**src/rtl/adder_tree_pkg.sv**
```systemverilog
// rtl/adder_tree_pkg.sv - shared widths and helpers for the 16-input signed adder tree
package adder_tree_pkg;

    localparam int N_TREE_INPUTS = 16;
    localparam int TREE_WIDTH    = 4;

    // Width of a signed sum of n terms of w bits each; cannot overflow.
    function automatic int sum_width(input int w, input int n);
        return w + $clog2(n);
    endfunction

    localparam int TREE_OUT_WIDTH = sum_width(TREE_WIDTH, N_TREE_INPUTS);

endpackage

```
**src/rtl/adder_tree_sum_accumulator.sv**
```systemverilog
// rtl/adder_tree_sum_accumulator.sv - accumulates N_BEATS adder-tree sums into one wide signed result
module adder_tree_sum_accumulator
    import adder_tree_pkg::*;
#(
    parameter int IN_WIDTH    = 8,
    parameter int N_BEATS     = 16,
    localparam int OUT_WIDTH  = sum_width(IN_WIDTH, N_BEATS),
    localparam int CNT_WIDTH  = $clog2(N_BEATS)
) (
    input  logic                        clk,
    input  logic                        rst_n,
    input  logic                        clear,
    input  logic                        in_valid,
    output logic                        in_ready,
    input  logic signed [IN_WIDTH-1:0]  in_sum,
    output logic                        out_valid,
    input  logic                        out_ready,
    output logic signed [OUT_WIDTH-1:0] out_sum,
    output logic [CNT_WIDTH-1:0]        beat_cnt
);

    localparam logic [CNT_WIDTH-1:0] LAST_CNT = CNT_WIDTH'(N_BEATS - 1);

    logic signed [OUT_WIDTH-1:0] acc;
    logic signed [OUT_WIDTH-1:0] ext_sum;
    logic                        is_last;
    logic                        accept;
    logic                        last_accept;

    assign ext_sum = {{(OUT_WIDTH-IN_WIDTH){in_sum[IN_WIDTH-1]}}, in_sum};
    assign is_last = (beat_cnt == LAST_CNT);

    // Only the final beat of a frame can stall, and only while an older result
    // is still waiting; it goes through in the same cycle that result drains.
    assign in_ready    = rst_n & ~clear & ~(is_last & out_valid & ~out_ready);
    assign accept      = in_valid & in_ready;
    assign last_accept = accept & is_last;

    // Beat counter and running partial sum; clear aborts the partial frame.
    always_ff @(posedge clk or negedge rst_n) begin
        if (!rst_n) begin
            acc      <= '0;
            beat_cnt <= '0;
        end else if (clear) begin
            acc      <= '0;
            beat_cnt <= '0;
        end else if (accept) begin
            if (is_last) begin
                beat_cnt <= '0;
            end else begin
                beat_cnt <= beat_cnt + CNT_WIDTH'(1);
                if (beat_cnt == '0) begin
                    acc <= ext_sum;
                end else begin
                    acc <= acc + ext_sum;
                end
            end
        end
    end

    // Result register: loads on the last beat, holds until consumed, and
    // reloads without a bubble when a drain and a new last beat coincide.
    always_ff @(posedge clk or negedge rst_n) begin
        if (!rst_n) begin
            out_valid <= 1'b0;
            out_sum   <= '0;
        end else if (last_accept) begin
            out_valid <= 1'b1;
            out_sum   <= acc + ext_sum;
        end else if (out_valid && out_ready) begin
            out_valid <= 1'b0;
        end
    end

endmodule

```
**config.mk**
```make
export PLATFORM = sky130hd
export DESIGN_NAME = adder_tree_sum_accumulator
export DESIGN_NICKNAME = d
export VERILOG_FILES = /design/src/rtl/adder_tree_pkg.sv /design/src/rtl/adder_tree_sum_accumulator.sv
export SDC_FILE = /design/constraint.sdc
export NUM_CORES = 1
export LEC_CHECK = 0
export ABC_AREA = 1
export BUFFER_PORTS_ARGS = -buffer_cell sky130_fd_sc_hd__buf_2
export CAP_MARGIN = 20
export CORE_ASPECT_RATIO = 1.5
export CORE_UTILIZATION = 60
export DETAILED_ROUTE_END_ITERATION = 6
export HOLD_SLACK_MARGIN = 0.05
export PLACE_DENSITY = 0.83
export SYNTH_ARGS = -nofsm -noshare
export SYNTH_HDL_FRONTEND = slang
export SYNTH_SLANG_ARGS = --single-unit
```
**constraint.sdc**
```tcl
create_clock -name clk -period 3.6 [get_ports clk]
set_input_delay 0.72 -clock clk [delete_from_list [all_inputs] [get_ports clk]]
set_output_delay 0.72 -clock clk [all_outputs]
set_load 0.05 [all_outputs]
```
After elaboration in Yosys (flattened, before gate mapping)
Index checks and enable logic that the tools add are counted.

Bitwise logic cells: 9. Add/sub/neg operators: 2. Eq/ne operators: 2. Muxes and demuxes: 9. Reduce and logical (&&, ||, !) cells: 5.

Operators with widths (count): 12-bit two-way mux (4); 12-bit by 8-bit adder with 12-bit output (1); 4-bit two-way mux (3); 1-bit bitwise AND (6); 4-bit by 1-bit adder with 4-bit output (second input constant) (1); 4-bit == test (second input constant) (1); 4-bit logical NOT (1); 2-bit nonzero test (2); 1-bit inverter (3); 1-bit two-way mux (2); 2-bit != test (second input constant) (1); 2-bit AND reduction (1); 1-bit logical AND (1).

Output and inout bits: 18. Flip-flop bits (word level): 29.

Logic depth before layout (Yosys ltp)
Gate-level depths: netlist of the first run.

Depth after elaboration: 8. Depth in mapped cells: 12. Gate-level depth less buffers: 12.

Least setup slack after synthesis of the first run
OpenSTA, ideal clock, no wires.

Kind: register to output. From: reg beat_cnt[0]. To: out in_ready. Data arrival time: 2.080 ns. Buffers on the path: 0. Data required time: 2.880 ns. Stages on the path, launching flop included: 5. Slack: 0.800 ns. Cells stage by stage: dfrtp_1 -> ha_1 -> nand3_4 -> inv_1 -> nor3_1.

Longest elaborated chain between the ends: 5.

RTL lines: from (decl) (line adder_tree_sum_accumulator.sv:19) `output logic [CNT_WIDTH-1:0] beat_cnt`; from (signal assigned) (line adder_tree_sum_accumulator.sv:51) `beat_cnt <= beat_cnt + CNT_WIDTH'(1);`; 4-bit == test (line adder_tree_sum_accumulator.sv:31) `assign is_last = (beat_cnt == LAST_CNT);`; 1-bit bitwise AND (2 in a row) (line adder_tree_sum_accumulator.sv:35) `assign in_ready = rst_n & ~clear & ~(is_last & out_valid & ~out_ready);`; 1-bit inverter (line adder_tree_sum_accumulator.sv:35); 1-bit bitwise AND (line adder_tree_sum_accumulator.sv:35); to (decl) (line adder_tree_sum_accumulator.sv:14) `output logic in_ready,`.

Every way passes these cells.

Worst setup path in the final report of the first run
Same ends and word-level chain as after synthesis.

==> results of run 1 <==
-- logic make-up (layout without fill, tap and decap cells) --
group | after synthesis | in the layout | share of synthesized area (%)
AOI/OAI and AO/OA | 31 | 31 | 11.1
xor gates and xnor gates | 6 | 6 | 2.89
adders and majority gates | 14 | 14 | 8.78
buffers and inverters | 45 | 79 | 9.74
and+or+nand+nor | 151 | 151 | 32.7
DFF | 29 | 29 | 34.9
-- how the worst max path moves through the flow --
stage | startpoint | to | cells after the start
global placement | in_sum[0] | acc[4] | 10
floorplan | beat_cnt[0] | in_ready | 4
detailed placement | in_sum[0] | acc[6] | 11
CTS | beat_cnt[0] | in_ready | 5
finish | beat_cnt[0] | in_ready | 5
global route | beat_cnt[0] | in_ready | 5
-- cell type report --
type / count / area share, %
multi-input combinational: 202 / 49.5
sequential: 29 / 31.2
timing repair buffer: 32 / 7.09
inverter: 39 / 6.39
clock buffer: 5 / 2.96
tap: 40 / 2.15
clock inverter: 3 / 0.752
-- flip-flops by register name (all words and copies together), names as in the netlist --
| register | count |
|---|---|
| beat_cnt | 4 |
| out_valid | 1 |
| acc | 12 |
| out_sum | 12 |
-- power by group through the flow --
| stage | Combinational, mW | Clock, mW | Sequential (mW) |
|---|---|---|---|
| 5_1_grt | 0.227 | 0.284 | 0.346 |
| 6_report | 0.202 | 0.268 | 0.345 |
| 3_3_place_gp | 0.195 | 0 | 0.351 |
| 3_5_place_dp | 0.200 | 0 | 0.351 |
| 2_1_floorplan | 0.144 | 0 | 0.355 |
| 4_1_cts | 0.201 | 0.271 | 0.345 |
-- critical path, stage by stage (launching register included) --
cell     delay, ns
dfrtp_1       0.40
ha_1          0.27
nand3_4       0.12
inv_1         0.04
nor3_1        0.11
buf_2         0.28
-- layout by cell type (no fill, tap or decap) --
cell,n
o22ai_1,1
or2_1,1
dfrtp_1,29
o21ai_2,8
a21oi_2,1
nand3_1,24
nand3_4,1
nor2_2,1
a21oi_1,4
inv_4,1
nand3_2,1
nor3_1,2
nand2_1,96
nand3b_1,2
xor2_1,3
clkinv_2,2
nor2_1,14
o21ai_1,6
a21o_1,1
clkbuf_8,5
ha_1,13
nor2_4,1
clkinvlp_4,1
nand4_4,1
xnor2_1,2
o21ai_0,5
nand4_1,3
o211ai_2,5
inv_1,36
nand2_4,1
fa_1,1
nand2_2,3
buf_2,30
inv_2,2
xor2_2,1
buf_4,2
-- per-layer routing --
metal,vias to the layer above,part of all wire (%),global-route usage [%]
met1,857,42,31.4
li1,946,-,-
met4,0,3.5,18.7
met3,16,4.2,5.52
met2,46,50,49.9
met5,-,0,0
==> results.sh, run 1 <==
export IMPL_nets=336
export IMPL_holdBufCountCts=0
export IMPL_preCtsSetupSlack_ns=1.21
export IMPL_status="completed"
export IMPL_synthTopCellsByArea="dfrtp_1 (35%), nand2_1 (17%), ha_1 (7.8%)"
export IMPL_powerDensity_nw_per_um2=350
export IMPL_setup_ws_ns=1.36
export IMPL_worst_path_max_fanout=3
export IMPL_clock_tree_root_cell="clkbuf_8"
export IMPL_grt_pass1_vias=1838
export IMPL_drv_slew=0
export IMPL_finalPower_uw=815
export IMPL_synth_commonest_cells="nand2_1 (96), inv_1 (36), dfrtp_1 (29)"
export IMPL_regArea_um2=726
export IMPL_synth_top_cell_area_share_pct=34.9
export IMPL_setup_tns_final_ns=0
export IMPL_maxCapViolations=0
export IMPL_grt_pass1_wl_mm=7.78
export IMPL_core_area_um2=3220
export IMPL_syn_inst=276
export IMPL_clkPwrFrac_pct=32.9
export IMPL_sequentialPowerShare_pct=42.4
export IMPL_critPathRequiredTime_ns=2.88
export IMPL_vias_per_cell=5.33
export IMPL_combPwrFrac_pct=24.8
export IMPL_arrival_ns=1.52
export IMPL_dp_cells=342
export IMPL_p_sw_uw=277
export IMPL_drt_pass1_iterations=5
export IMPL_yosysSeqAreaShare_pct=34.9
export IMPL_grt_max_degree=29
export IMPL_worst_slew_pin_slew_ns=0.553
export IMPL_dieWidth_um=50.1
export IMPL_nFillCells=268
export IMPL_reg2regPathDepth=10
export IMPL_setup_viol=0
export IMPL_n_antenna_cell=0
export IMPL_start_util_pct=64.6
export IMPL_final_cell_area_um2=2330
export IMPL_fin_crit_sh_pct=62.1
export IMPL_r2r_start="acc[0]"
export IMPL_area_delta_synth_final_pct=11.9
export IMPL_cts_sinks=29
export IMPL_wl_mm=4.55
export IMPL_htree_num_levels=2
export IMPL_yosysWarnings=0
export IMPL_worstSetupPathType="reg2out"
export IMPL_synth_area_leader_cell="dfrtp_1"
export IMPL_synth_fp_nets=303
export IMPL_drive_gt1_share_pct=21.6
export IMPL_clock_latency_ns=0.29
export IMPL_place_area_um2=2240
export IMPL_fin_worst_skew_ns=0.00391
export IMPL_multiInputGateArea_um2=1150
export IMPL_clk_pin_slew_worst_paths_ns=0.07
export IMPL_hpwl_mm=3.32
export IMPL_rsz0062_at_grt="false"
export IMPL_synth_area_per_cell_um2=7.54
export IMPL_num_vias=1865
export IMPL_gp_congestion=0.934
export IMPL_synthArstFlopShare_pct=100
export IMPL_rrSetupSlack_ns=1.70
export IMPL_yosysMostFrequentCell="nand2_1"
export IMPL_antenna_found_initial=0
export IMPL_min_delay_path_class="in2async"
export IMPL_ant_nets=0
export IMPL_grtUsageTotal_pct=28.6
export IMPL_cts_setup_buffers=0
export IMPL_io_buffers=30
export IMPL_fmax_ghz=0.447
export IMPL_cts_resized=0
export IMPL_cts_buffers=5
export IMPL_vdd_drop_max_mv=0.295
export IMPL_wl_per_cell_um=13.0
export IMPL_swShare_pct=34.1
export IMPL_synth_seq_cells=29
export IMPL_r2r_end="acc[6]"
export IMPL_p_int_uw=537
export IMPL_hold_violations=0
export IMPL_num_rows=25
export IMPL_stdcell_count=350
export IMPL_ys_flop_type="dfrtp_1"
export IMPL_num_io_pins=31
export IMPL_critPathLaunchType="flop"
export IMPL_cts_tree="done"
export IMPL_die_area_um2=3710
export IMPL_grt_ovfl_total=0
export IMPL_cts_path_max_buffers=2
export IMPL_utilization_pct=72.3
export IMPL_synth_edff_count=0
export IMPL_maxSlewHeadroom_pct=63.1
export IMPL_drtIter0Drc=48
export IMPL_end_kind="primary output"
export IMPL_syn_area_um2=2080
export IMPL_period_needed_ns=2.24
export IMPL_post_route_drc_count=0
export IMPL_synth_cell_types=34
export IMPL_p_leak_nw=1.33
export IMPL_timing_hold_ws_ns=0.242
export IMPL_die_h_um=74.1
Note: power is estimated with default switching activity, not from simulation.
==> run 2: changes to the inputs <==
CORE_UTILIZATION = 57   (was 60)
PLACE_DENSITY = 0.8   (was 0.83)
clock period = 2.1 ns   (was 3.6 ns; I/O delays follow)
==> results.sh, run 2 (synthesis results as in run 1) <==
export IMPL_status="completed"
export IMPL_holdBufCountCts=0
export IMPL_cts_buffers=5
export IMPL_r2r_end="acc[6]"
export IMPL_cts_resized=0
export IMPL_fin_crit_sh_pct=92.7
export IMPL_maxCapViolations=0
export IMPL_grt_pass1_wl_mm=8.03
export IMPL_hold_violations=0
export IMPL_clock_tree_root_cell="clkbuf_8"
export IMPL_min_delay_path_class="in2async"
export IMPL_nFillCells=324
export IMPL_die_area_um2=3900
export IMPL_arrival_ns=1.53
export IMPL_area_delta_synth_final_pct=15.0
export IMPL_end_kind="primary output"
export IMPL_vdd_drop_max_mv=0.603
export IMPL_num_rows=26
export IMPL_reg_top3="acc: 12 flops, out_sum: 12 flops, beat_cnt: 4 flops"
export IMPL_core_area_um2=3450
export IMPL_htree_num_levels=2
export IMPL_r2r_start="acc[0]"
export IMPL_reg2regPathDepth=10
export IMPL_die_h_um=76.0
export IMPL_clock_latency_ns=0.29
export IMPL_cts_tree="done"
export IMPL_drive_gt1_share_pct=22.9
export IMPL_num_vias=1903
export IMPL_fin_worst_skew_ns=0.00445
export IMPL_hpwl_mm=3.53
export IMPL_setup_tns_final_ns=0
export IMPL_setup_ws_ns=0.152
export IMPL_antenna_found_initial=0
export IMPL_critPathRequiredTime_ns=1.68
export IMPL_drv_slew=0
export IMPL_post_route_drc_count=0
export IMPL_preCtsSetupSlack_ns=0.0389
export IMPL_wl_per_cell_um=13.4
export IMPL_num_io_pins=31
export IMPL_wl_mm=4.75
export IMPL_final_cell_mix="nand2_1 (96), inv_1 (36), buf_2 (30)"
export IMPL_rsz0062_at_grt="false"
export IMPL_start_util_pct=60.3
export IMPL_vias_per_cell=5.35
export IMPL_clk_pin_slew_worst_paths_ns=0.06
export IMPL_rrSetupSlack_ns=0.19
export IMPL_final_common_cell="nand2_1"
export IMPL_cts_path_max_buffers=2
export IMPL_worst_slew_pin_slew_ns=0.286
export IMPL_worstSetupPathType="reg2out"
export IMPL_io_buffers=30
export IMPL_grtUsageTotal_pct=27.5
export IMPL_period_needed_ns=1.95
export IMPL_p_leak_nw=1.37
export IMPL_drt_pass1_iterations=4
export IMPL_ant_nets=0
export IMPL_cts_setup_buffers=0
export IMPL_critPathLaunchType="flop"
export IMPL_setup_viol=0
export IMPL_fmax_ghz=0.513
export IMPL_worst_path_max_fanout=3
export IMPL_gp_congestion=0.936
export IMPL_grt_ovfl_total=0
export IMPL_grt_pass1_vias=1854
export IMPL_n_antenna_cell=0
export IMPL_powerDensity_nw_per_um2=615
export IMPL_maxSlewHeadroom_pct=80.8
export IMPL_nets=340
export IMPL_cts_sinks=29
export IMPL_grt_max_degree=20
export IMPL_dieWidth_um=51.3
export IMPL_drtIter0Drc=82
run 2: final cells by class:
type | count | area (um2) | share of cell area (%)
Clock inverter | 1 | 5.00 | 0.209
Inverter | 39 | 149 | 6.22
Timing Repair Buffer | 36 | 208 | 8.68
Sequential cell | 29 | 726 | 30.3
Multi-Input combinational cell | 202 | 1160 | 48.4
Clock buffer | 7 | 96.3 | 4.03
Tap cell | 42 | 52.6 | 2.20
run 2: critical path: stages, from the launching register on:
cell and delay, ns:
dfrtp_1 0.40, ha_1 0.27, nand3_4 0.12, inv_1 0.06, nor3_2 0.11, buf_2 0.28
run 2: metrics by stage:
stage          instance area [um2]  util (%)  power [mW]  hold WS, ns  cells
4_1_cts                       2390      69.4        1.48        0.137    356
3_3_place_gp                  2290      66.5       0.948        0.436    348
5_1_grt                       2390      69.4        1.54        0.143    356
3_5_place_dp                  2290      66.5       0.956        0.441    348
2_1_floorplan                 2090         -       0.855        0.124    276
6_report                      2390      69.4        1.47        0.121    356
run 2: power by group:
part / internal (mW) / switching [mW] / total [mW]
sequential: 0.579 / 0.0140 / 0.593
combinational: 0.122 / 0.236 / 0.358
clock: 0.296 / 0.225 / 0.521
run 2: worst max-delay path by stage:
stage / end / cells after the start / startpoint
after floorplan: in_ready / 4 / beat_cnt[0]
after global placement: acc[6] / 11 / in_sum[0]
after detailed placement: acc[6] / 11 / in_sum[0]
after CTS: in_ready / 5 / beat_cnt[0]
after global routing: acc[6] / 10 / acc[0]
final: in_ready / 5 / beat_cnt[0]
run 2: per-layer routing:
metal | track usage [%] | vias to the layer above | share of wire (%)
met2 | 47.4 | 64 | 52
met1 | 30.7 | 872 | 39
li1 | - | 953 | -
met5 | 0 | - | 0
met3 | 6.99 | 14 | 6.2
met4 | 12.7 | 0 | 2.5
